<file path="src/rtl/frame_scheduler_pkg.sv">
// -----------------------------------------------------------------------------
// frame_scheduler_pkg
// Shared constants and types for the frame scheduler:
//   - default framebuffer geometry and the derived framebuffer size
//   - framebuffer address width and the 3-bit colour type
//   - scheduler state encodings
// -----------------------------------------------------------------------------
package frame_scheduler_pkg;

  localparam int unsigned DEF_PX_WIDTH  = 160;
  localparam int unsigned DEF_PX_HEIGHT = 120;
  localparam int unsigned DEF_FB_SIZE   = DEF_PX_WIDTH * DEF_PX_HEIGHT;
  localparam int unsigned FB_ADDR_W     = 16;

  typedef logic [2:0] colour_t;
  localparam colour_t COLOUR_BLACK = 3'd0;

  typedef enum logic [2:0] {
    ST_IDLE       = 3'd0,
    ST_WAIT_VS    = 3'd1,
    ST_CLEAR      = 3'd2,
    ST_START_PRIM = 3'd3,
    ST_WAIT_PRIM  = 3'd4,
    ST_DONE       = 3'd5
  } state_t;

  // Number of pixels in a width x height framebuffer.
  function automatic int unsigned fb_size(input int unsigned w, input int unsigned h);
    return w * h;
  endfunction

endpackage

</file>
<file path="src/rtl/frame_scheduler_fb_clear_gen.sv">
// -----------------------------------------------------------------------------
// fb_clear_gen
// Sweeps the framebuffer address range once per start pulse.
//   clk    : clock, rising edge
//   rst_n  : asynchronous active-low reset
//   start  : one-cycle pulse, begins a sweep at address 0
//   addr   : current clear address
//   wr     : high while a sweep is in progress (addr is valid)
//   last   : high while addr is the final framebuffer address
// -----------------------------------------------------------------------------
module fb_clear_gen
  import frame_scheduler_pkg::*;
#(
  parameter int unsigned FB_SIZE = DEF_FB_SIZE
) (
  input  logic                 clk,
  input  logic                 rst_n,
  input  logic                 start,
  output logic [FB_ADDR_W-1:0] addr,
  output logic                 wr,
  output logic                 last
);

  localparam logic [FB_ADDR_W-1:0] LAST_ADDR = FB_ADDR_W'(FB_SIZE - 1);

  logic [FB_ADDR_W-1:0] r_addr;
  logic                 r_active;
  logic                 w_at_last;

  assign w_at_last = (r_addr == LAST_ADDR);

  always_ff @(posedge clk or negedge rst_n) begin
    if (!rst_n) begin
      r_addr   <= '0;
      r_active <= 1'b0;
    end else if (start) begin
      r_addr   <= '0;
      r_active <= 1'b1;
    end else if (r_active) begin
      if (w_at_last) begin
        // Park at 0 so the next sweep needs no extra setup.
        r_addr   <= '0;
        r_active <= 1'b0;
      end else begin
        r_addr <= r_addr + 1'b1;
      end
    end
  end

  assign addr = r_addr;
  assign wr   = r_active;
  assign last = r_active && w_at_last;

endmodule

</file>
<file path="src/rtl/frame_scheduler.sv">
// -----------------------------------------------------------------------------
// frame_scheduler
// Sequences one rendered frame: wait for frame_req, wait for vsync, clear the
// framebuffer to black, then start each draw engine in index order and forward
// its pixel writes to the framebuffer until it reports done (or times out).
//   clk, rst_n   : clock (rising edge), asynchronous active-low reset
//   frame_req    : level, a new scene is ready
//   vsync        : one-cycle pulse, start of blanking (used only in WAIT_VS)
//   prim_start   : one-hot one-cycle start pulse to draw engine idx
//   prim_done    : per-engine one-cycle completion pulse
//   prim_wr/addr/data : OR-combined engine pixel write request
//   fb_wr/addr/data   : registered framebuffer write port (1 cycle latency)
//   busy         : high in every state except IDLE
//   frame_done   : one-cycle pulse at frame completion
//   timeout_err  : sticky, an engine exceeded TIMEOUT cycles
//   frame_count  : completed frames, wraps at 16 bits
// -----------------------------------------------------------------------------
module frame_scheduler
  import frame_scheduler_pkg::*;
#(
  parameter int unsigned PX_WIDTH  = DEF_PX_WIDTH,
  parameter int unsigned PX_HEIGHT = DEF_PX_HEIGHT,
  parameter int unsigned N_PRIM    = 5,
  parameter int unsigned TIMEOUT   = 65535
) (
  input  logic                 clk,
  input  logic                 rst_n,
  input  logic                 frame_req,
  input  logic                 vsync,
  output logic [N_PRIM-1:0]    prim_start,
  input  logic [N_PRIM-1:0]    prim_done,
  input  logic                 prim_wr,
  input  logic [FB_ADDR_W-1:0] prim_addr,
  input  colour_t              prim_data,
  output logic                 fb_wr,
  output logic [FB_ADDR_W-1:0] fb_addr,
  output colour_t              fb_data,
  output logic                 busy,
  output logic                 frame_done,
  output logic                 timeout_err,
  output logic [15:0]          frame_count
);

  localparam int unsigned FB_SIZE  = fb_size(PX_WIDTH, PX_HEIGHT);
  // One extra bit so a full 64K-pixel framebuffer still compares correctly.
  localparam logic [FB_ADDR_W:0] FB_LIMIT = (FB_ADDR_W + 1)'(FB_SIZE);
  localparam int unsigned IDX_W    = (N_PRIM > 1) ? $clog2(N_PRIM) : 1;
  localparam logic [IDX_W-1:0] IDX_LAST = IDX_W'(N_PRIM - 1);
  localparam int unsigned TMR_W    = (TIMEOUT < 2) ? 1 : $clog2(TIMEOUT + 1);
  // The timer counts completed WAIT_PRIM cycles; the TIMEOUT-th cycle is the
  // one in which it holds TIMEOUT-1.
  localparam logic [TMR_W-1:0] TMR_LAST = TMR_W'(TIMEOUT - 1);

  state_t               r_state;
  state_t               w_state_next;
  logic [IDX_W-1:0]     r_idx;
  logic [TMR_W-1:0]     r_timer;

  logic                 r_fb_wr;
  logic [FB_ADDR_W-1:0] r_fb_addr;
  colour_t              r_fb_data;
  logic [N_PRIM-1:0]    r_prim_start;
  logic                 r_busy;
  logic                 r_frame_done;
  logic                 r_timeout_err;
  logic [15:0]          r_frame_count;

  logic                 w_fb_wr_next;
  logic [FB_ADDR_W-1:0] w_fb_addr_next;
  colour_t              w_fb_data_next;
  logic [N_PRIM-1:0]    w_prim_start_next;
  logic                 w_busy_next;
  logic                 w_frame_done_next;
  logic                 w_timeout_err_next;
  logic [15:0]          w_frame_count_next;

  logic                 w_clr_start;
  logic [FB_ADDR_W-1:0] w_clr_addr;
  logic                 w_clr_wr;
  logic                 w_clr_last;

  logic [N_PRIM-1:0]    w_idx_onehot;
  logic                 w_done_sel;
  logic                 w_timer_hit;
  logic                 w_prim_adv;
  logic                 w_addr_ok;

  // ---------------------------------------------------------------------------
  // Helpers
  // ---------------------------------------------------------------------------
  for (genvar gi = 0; gi < N_PRIM; gi++) begin : g_onehot
    assign w_idx_onehot[gi] = (r_idx == IDX_W'(gi));
  end

  // Only the engine currently being waited on can complete the primitive.
  assign w_done_sel  = prim_done[r_idx];
  assign w_timer_hit = (r_timer == TMR_LAST);
  assign w_prim_adv  = (r_state == ST_WAIT_PRIM) && (w_done_sel || w_timer_hit);
  assign w_addr_ok   = ({1'b0, prim_addr} < FB_LIMIT);
  assign w_clr_start = (r_state == ST_WAIT_VS) && vsync;

  fb_clear_gen #(
    .FB_SIZE (FB_SIZE)
  ) u_clear_gen (
    .clk   (clk),
    .rst_n (rst_n),
    .start (w_clr_start),
    .addr  (w_clr_addr),
    .wr    (w_clr_wr),
    .last  (w_clr_last)
  );

  // ---------------------------------------------------------------------------
  // FSM: state register
  // ---------------------------------------------------------------------------
  always_ff @(posedge clk or negedge rst_n) begin
    if (!rst_n) begin
      r_state <= ST_IDLE;
    end else begin
      r_state <= w_state_next;
    end
  end

  // ---------------------------------------------------------------------------
  // FSM: next-state logic
  // ---------------------------------------------------------------------------
  always_comb begin
    w_state_next = r_state;
    unique case (r_state)
      ST_IDLE:       if (frame_req) w_state_next = ST_WAIT_VS;
      ST_WAIT_VS:    if (vsync) w_state_next = ST_CLEAR;
      ST_CLEAR:      if (w_clr_last) w_state_next = ST_START_PRIM;
      ST_START_PRIM: w_state_next = ST_WAIT_PRIM;
      ST_WAIT_PRIM: begin
        if (w_prim_adv) begin
          w_state_next = (r_idx == IDX_LAST) ? ST_DONE : ST_START_PRIM;
        end
      end
      ST_DONE:       w_state_next = ST_IDLE;
      default:       w_state_next = ST_IDLE;
    endcase
  end

  // ---------------------------------------------------------------------------
  // FSM: output logic (next values of the registered outputs)
  // ---------------------------------------------------------------------------
  always_comb begin
    w_fb_wr_next       = 1'b0;
    w_fb_addr_next     = r_fb_addr;
    w_fb_data_next     = r_fb_data;
    w_prim_start_next  = '0;
    // busy follows the state the FSM is entering so it lines up with it.
    w_busy_next        = (w_state_next != ST_IDLE);
    w_frame_done_next  = 1'b0;
    w_timeout_err_next = r_timeout_err;
    w_frame_count_next = r_frame_count;
    unique case (r_state)
      ST_CLEAR: begin
        w_fb_wr_next   = w_clr_wr;
        w_fb_addr_next = w_clr_addr;
        w_fb_data_next = COLOUR_BLACK;
      end
      ST_START_PRIM: begin
        w_prim_start_next = w_idx_onehot;
      end
      ST_WAIT_PRIM: begin
        w_fb_wr_next   = prim_wr && w_addr_ok;
        w_fb_addr_next = prim_addr;
        w_fb_data_next = prim_data;
        // A done arriving on the deadline cycle wins over the timeout.
        if (w_timer_hit && !w_done_sel) begin
          w_timeout_err_next = 1'b1;
        end
      end
      ST_DONE: begin
        w_frame_done_next  = 1'b1;
        w_frame_count_next = r_frame_count + 16'd1;
      end
      default: ;
    endcase
  end

  // ---------------------------------------------------------------------------
  // Output registers
  // ---------------------------------------------------------------------------
  always_ff @(posedge clk or negedge rst_n) begin
    if (!rst_n) begin
      r_fb_wr       <= 1'b0;
      r_fb_addr     <= '0;
      r_fb_data     <= COLOUR_BLACK;
      r_prim_start  <= '0;
      r_busy        <= 1'b0;
      r_frame_done  <= 1'b0;
      r_timeout_err <= 1'b0;
      r_frame_count <= '0;
    end else begin
      r_fb_wr       <= w_fb_wr_next;
      r_fb_addr     <= w_fb_addr_next;
      r_fb_data     <= w_fb_data_next;
      r_prim_start  <= w_prim_start_next;
      r_busy        <= w_busy_next;
      r_frame_done  <= w_frame_done_next;
      r_timeout_err <= w_timeout_err_next;
      r_frame_count <= w_frame_count_next;
    end
  end

  // ---------------------------------------------------------------------------
  // Primitive index and per-primitive timer
  // ---------------------------------------------------------------------------
  always_ff @(posedge clk or negedge rst_n) begin
    if (!rst_n) begin
      r_idx   <= '0;
      r_timer <= '0;
    end else begin
      if (r_state == ST_CLEAR && w_clr_last) begin
        r_idx <= '0;
      end else if (w_prim_adv && r_idx != IDX_LAST) begin
        r_idx <= r_idx + 1'b1;
      end

      if (r_state == ST_START_PRIM) begin
        r_timer <= '0;
      end else if (r_state == ST_WAIT_PRIM && !w_timer_hit) begin
        r_timer <= r_timer + 1'b1;
      end
    end
  end

  assign fb_wr       = r_fb_wr;
  assign fb_addr     = r_fb_addr;
  assign fb_data     = r_fb_data;
  assign prim_start  = r_prim_start;
  assign busy        = r_busy;
  assign frame_done  = r_frame_done;
  assign timeout_err = r_timeout_err;
  assign frame_count = r_frame_count;

endmodule

</file>
<file path="config.mk">
export PLATFORM = sky130hd
export DESIGN_NAME = frame_scheduler
export DESIGN_NICKNAME = d
export VERILOG_FILES = /design/src/rtl/frame_scheduler_pkg.sv /design/src/rtl/frame_scheduler_fb_clear_gen.sv /design/src/rtl/frame_scheduler.sv
export SDC_FILE = /design/constraint.sdc
export NUM_CORES = 1
export LEC_CHECK = 0
export BUFFER_PORTS_ARGS = -buffer_cell sky130_fd_sc_hd__buf_2
export CORE_ASPECT_RATIO = 1.5
export CORE_MARGIN = 2
export CORE_UTILIZATION = 50
export CTS_CLUSTER_SIZE = 10
export DETAILED_ROUTE_END_ITERATION = 16
export PLACE_DENSITY_LB_ADDON = 0.15
export SYNTH_ARGS = -nofsm -noshare
export SYNTH_HDL_FRONTEND = slang
export SYNTH_SLANG_ARGS = --single-unit
</file>
<file path="constraint.sdc">
create_clock -name clk -period 1.93 [get_ports clk]
set_input_delay 0.0965 -clock clk [delete_from_list [all_inputs] [get_ports clk]]
set_output_delay 0.0965 -clock clk [all_outputs]
set_load 0.05 [all_outputs]
</file>
; ---- Word-level counts from Yosys, hierarchy flattened
; Cells that the tools add are included.
[op_classes]
add_sub_neg = 4
n_lt_le_gt_ge = 2
eq_ne = 12
n_mux = 23
n_reduce_logical = 19
[ops]
columns = cell, n
row1 = $mux 16, 5
row2 = $add 16x1->16 const B, 3
row3 = $pmux 16 s2, 1
row4 = $mux 3, 7
row5 = $eq 16x15->1 const B, 1
row6 = $eq 16x16->1 const B, 1
row7 = $lt 16x15->1 const B, 1
row8 = $pmux 3 s5, 1
row9 = $eq 3x2->1 const B, 4
row10 = $eq 3x3->1 const B, 3
row11 = $logic_and 1x1->1, 8
row12 = $reduce_bool 2->1, 4
row13 = $eq 3x1->1 const B, 2
row14 = $logic_not 3->1, 2
row15 = $pmux 3 s2, 1
row16 = $mux 1, 5
row17 = $mux 5, 1
row18 = $lt 3x4->1 const B, 1
row19 = $add 3x1->3 const B, 1
row20 = $bmux 1 s3, 1
row21 = $ne 3x3->1 const B, 1
row22 = $reduce_bool 3->1, 1
row23 = $logic_not 1->1, 2
row24 = $pmux 1 s2, 1
row25 = 2 further kinds, 2
[word_totals]
reg_bits = 83
in_bits = 29
output_inout_bits = 44

; ---- Logic depth before layout (Yosys ltp)
[logic_depth]
ltp_word = 7
ltp_mapped = 8
mapped_depth_nobuf = 7

; ---- Hierarchy
; A second synthesis with hierarchy kept.
[hier_totals]
hier_cells = 400
area_unflattened_um2 = 4103.9
[by_module_without_submodules]
columns = module, instances, cells_each, area_per_inst_um2, seq_area_each_um2
row1 = frame_scheduler, 1, 298, 3130.5, 1651.6
row2 = fb_clear_gen, 1, 102, 973.4, 425.4

; ---- Least setup slack after synthesis
; No wires, ideal clock.
[synth_timing]
path_kind = reg-to-reg
startpoint = register r_state[1]
endpoint = register r_timer[6]
setup_ps = 78
arrival_ps = 1824
required_time_ps = 1852
setup_slack_ps = 28
path_stages_with_launch = 7
path_buffers = 2
path_cell_list = dfrtp_1 -> buf_6 -> or3b_1 -> buf_2 -> or3_4 -> or3_1 -> a21oi_1
[synth_between]
elab_chain_cells = 3
word_cells_on_any_way = 5
cone_classes = 2 x eq/ne / 1 x mux / 2 x reduce/logical
[synth_rtl]
columns = item, line
row1 = from (decl), frame_scheduler.sv:54  ; state_t r_state;
row2 = from (signal assigned), frame_scheduler.sv:120  ; r_state <= w_state_next;
row3 = $eq 3x3->1, frame_scheduler.sv:224  ; end else if (r_state == ST_WAIT_PRIM && !w_timer_hit) begin
row4 = $logic_and 1x1->1, frame_scheduler.sv:224
row5 = $reduce_bool 2->1 (no line), n/a
row6 = to (signal assigned), frame_scheduler.sv:225  ; r_timer <= r_timer + 1'b1;
row7 = to (decl), frame_scheduler.sv:57  ; logic [TMR_W-1:0] r_timer;
; Several ways; a longest one is shown, not always the timed one.
; A chain may end at the register's enable or synchronous reset.

; ---- Final worst setup path
[layout_timing]
startpoint = register r_idx[1]
endpoint = register r_state[1]
[layout_between]
elab_chain_cells = 6
word_cells_on_any_way = 8
cone_classes = 1 x eq/ne / 5 x mux / 2 x reduce/logical
[layout_rtl]
columns = item, line
row1 = from (decl), frame_scheduler.sv:56  ; logic [IDX_W-1:0] r_idx;
row2 = from (signal assigned), frame_scheduler.sv:219  ; r_idx <= r_idx + 1'b1;
row3 = $bmux 1 s3, frame_scheduler.sv:96  ; assign w_done_sel = prim_done[r_idx];
row4 = $mux 1 (not written as such), frame_scheduler.sv:96
row5 = $logic_or 1x1->1, frame_scheduler.sv:98  ; assign w_prim_adv = (r_state == ST_WAIT_PRIM) && (w_done_sel || w_timer_hit);
row6 = $logic_and 1x1->1, frame_scheduler.sv:98
row7 = $mux 3 (*), frame_scheduler.sv:135  ; if (w_prim_adv) begin
row8 = $pmux 3 s5 (*), frame_scheduler.sv:129  ; unique case (r_state)
row9 = via w_state_next[1], frame_scheduler.sv:55  ; state_t w_state_next;
; The timed path passes the listed nets; every way through them passes the cells marked *. The select of a mux whose other input is x is not followed.

==> flow_summary.yaml <==
sta:
  finalClockSkew_ns: 0.007171
  drv_slew: 0
  rsz0062_at_grt: "true"
  setup_viol: 0
  fin_hold_ws_ns: 0.01188
  worstMarginPinSlew_ns: 0.5092
  fin_tns_setup_ns: 0
  max_freq_mhz: 540.7
  min_period_ns: 1.849
  relSlewSlack_pct: 65.90
  finalWorstSetupSlack_ns: 0.08065
  finalHoldViolCount: 0
  fin_crit_sh_pct: 95.82
global_route:
  grt_max_degree: 56
  grt_pass1_vias: 3333
  track_usage_pct: 22.48
  overflow: 0
  grt_pass1_wl_um: 15620
  antenna_found_initial: 0
outcome:
  outcome: "finished, final reports clean"
placement:
  dpl_worst_slack_ns: 0.05980
  port_buffers: 72
  hpwl_um: 6563
  place_congestion: 0.8289
detailed_routing:
  vias: 3345
  drt-vias-per-instance: 5.343
  drt-total-wl_um: 9434
  final_antenna_net_count: 0
  drtIter0Drc: 148
  dr.pass1.iters: 4
  drc: 0
  wire_per_inst_um: 15.07
layout:
  synthToLayoutAreaGrowth_pct: 29.92
  fin_nets: 554
  final_cell_mix: "82 x dfrtp_1, 71 x buf_2, 55 x nand2_1, 33 x buf_4, 28 x nor2_1"
  drive_above_1_share_pct: 25.72
  antennaDiodeCount: 0
  final_common_cell: "dfrtp_1"
clock_tree:
  numCtsBuffers: 9
  cts_tree: "yes"
  cts.path.max_buffers: 2
  clk_pin_slew_worst_paths_ns: 0.06
  cts_root_buf: "clkbuf_16"
  htree_levels: 3
  worst_skew_pair.late_latency_ns: 0.34
  cts_sinks: 83
logic_synthesis:
  synthesis.area_sq_mm: 0.004048
  yosysSeqAreaShare_pct: 51.31
  yosys_most_used_dff: "dfrtp_1"
  synth_top_area_share_pct: 51.31
  ys_async_sr_fraction_pct: 100.0
  yosysTopAreaCell: "dfrtp_1"
  syn_inst: 400
  syn_area_per_cell_sq_um: 10.12
  ys_ff_latch: 83
  yosys-top-cells-area: "dfrtp_1 51%, xnor2_1 5.6%, nand2_1 5.1%, mux2i_1 4.2%, ha_1 2.8%"
  synth-edff-count: 0
  syn-num-nets: 438
  synth.distinct_cells: 47
  yosysWarnings: 0
worst_setup_path:
  crit_path_end_kind: "flop"
  cp_cell_sequence: "mux2i_1, o21ai_0, a211oi_4, a211oi_2, buf_4, or3_1"
  crit_slowest_cell: "dfrtp_2"
  critical_path_class: "flop to flop"
  critPathMaxFanout: 7
  required_ns: 2.15
  cp-start-kind: "flop"
  slowest_delay_ns: 0.43
  cp_num_buf_inv: 1
  path_delay_family: "compound AO/OA/AOI/OAI gates"
  arrival_ns: 2.07
floorplan:
  core_area_sq_mm: 0.007958
  dieArea_sq_mm: 0.008846
  die_h_um: 114.2
  ioPinCount: 73
  start_util_pct: 50.86
  fp.dieW_um: 77.47
  rows: 40
hold_path:
  hp-class: "input pin to flop"
pwr:
  power.leakage_uw: 0.002553
  peakVddDrop_mv: 0.8063
  total_power_uw: 6877
  power_density_mw_per_mm2: 1308
job:
  drv_cap: 0
-- synthesized netlist by cell type (all sizes together) (3+ instances only) --
cell type and instances:
dfrtp 83, xor2 6, and2 3, a22o 3
nand4 10, nor3b 3, ha 9, inv 13
buf 6, and4 4, nor3 10, nor4 7
o21ai 19, o31a 3, clkbuf 10, a21oi 12
nand2 55, xnor2 26, or3 9, a31oi 5
nor2 28, mux2i 17, nand2b 3, and3 12
a22oi 8, nand3 13
-- metrics by stage --
stage,utilization (%),instance area (sq um),instances
after floorplan,-,4048,400
after global placement,59.10,4703,589
after detailed placement,59.10,4703,589
after CTS,65.14,5184,621
after global routing,66.08,5259,626
final,66.08,5259,626
-- timing repair --
item                                    in CTS  in global routing
buffers inserted                             0                  5
hold buffers                                16                  0
hold endpoints to repair                    43                  0
endpoints found under the setup margin       0                 12
gates resized for setup                      0                  6
-- worst reg2reg max path: cells and delay by family (launching register included) --
kind                   cells  cell delay (ns)
AOI/OAI and AO/OA          3             0.61
DFF                        1             0.43
and+or+nand+nor            1             0.33
muxes                      1             0.20
buffers and inverters      1             0.16
-- power by group --
| group | switching [uW] | internal [uW] |
|---|---|---|
| Combinational | 1750 | 858 |
| Clock | 678 | 1170 |
| Sequential | 311 | 2110 |
| Total | 2740 | 4140 |
-- routing by layer --
layer / global-route usage (%) / part of all wire [%] / vias to the layer above
met3: 3.864 / 2.6 / 20
met5: 0 / 0 / -
li1: - / - / 1641
met2: 40.23 / 54 / 62
met4: 10.60 / 2.4 / 0
met1: 26.02 / 41 / 1622
-- final cells by class --
class | instances | area, sq um
fill | 618 | 2699
sequential | 83 | 2078
multi-input combinational | 288 | 1897
timing repair buffer | 121 | 783.3
clock buffer | 12 | 246.5
tap | 105 | 131.4
clock inverter | 4 | 73.82
inverter | 13 | 48.80
-- cells by family after synthesis --
logic type	Yosys count	synth area share (%)
buf+inv	29	2.968
compound gates	59	9.459
flops	83	51.31
fa+ha+maj	9	2.782
mux	19	4.760
xor+xnor	32	6.924
simple gates	169	21.79
-- worst paths after layout --
kind,start,to,slack (ns),depth (start not counted)
max in group asynchronous,rst_n,fb_addr[5],1.09,3
hold reg to reg,fb_addr[2],fb_addr[2],0.47,2
hold / removal,prim_addr[5],fb_addr[5],0.01,3
setup / recovery,r_idx[1],r_state[1],0.08,6
setup reg to reg,r_idx[1],r_state[1],0.08,6
min in group asynchronous,rst_n,frame_count[9],0.23,2
-- flip-flops by register name, summed over array words and instances, names as in the netlist --
name / cells
r_idx: 3
u_clear_gen.wr: 1
fb_addr: 16
prim_start: 5
fb_data: 3
frame_count: 16
r_timer: 16
fb_wr: 1
r_state: 3
busy: 1
u_clear_gen.addr: 16
frame_done: 1
timeout_err: 1
Note: power is estimated with default switching activity, not from simulation.
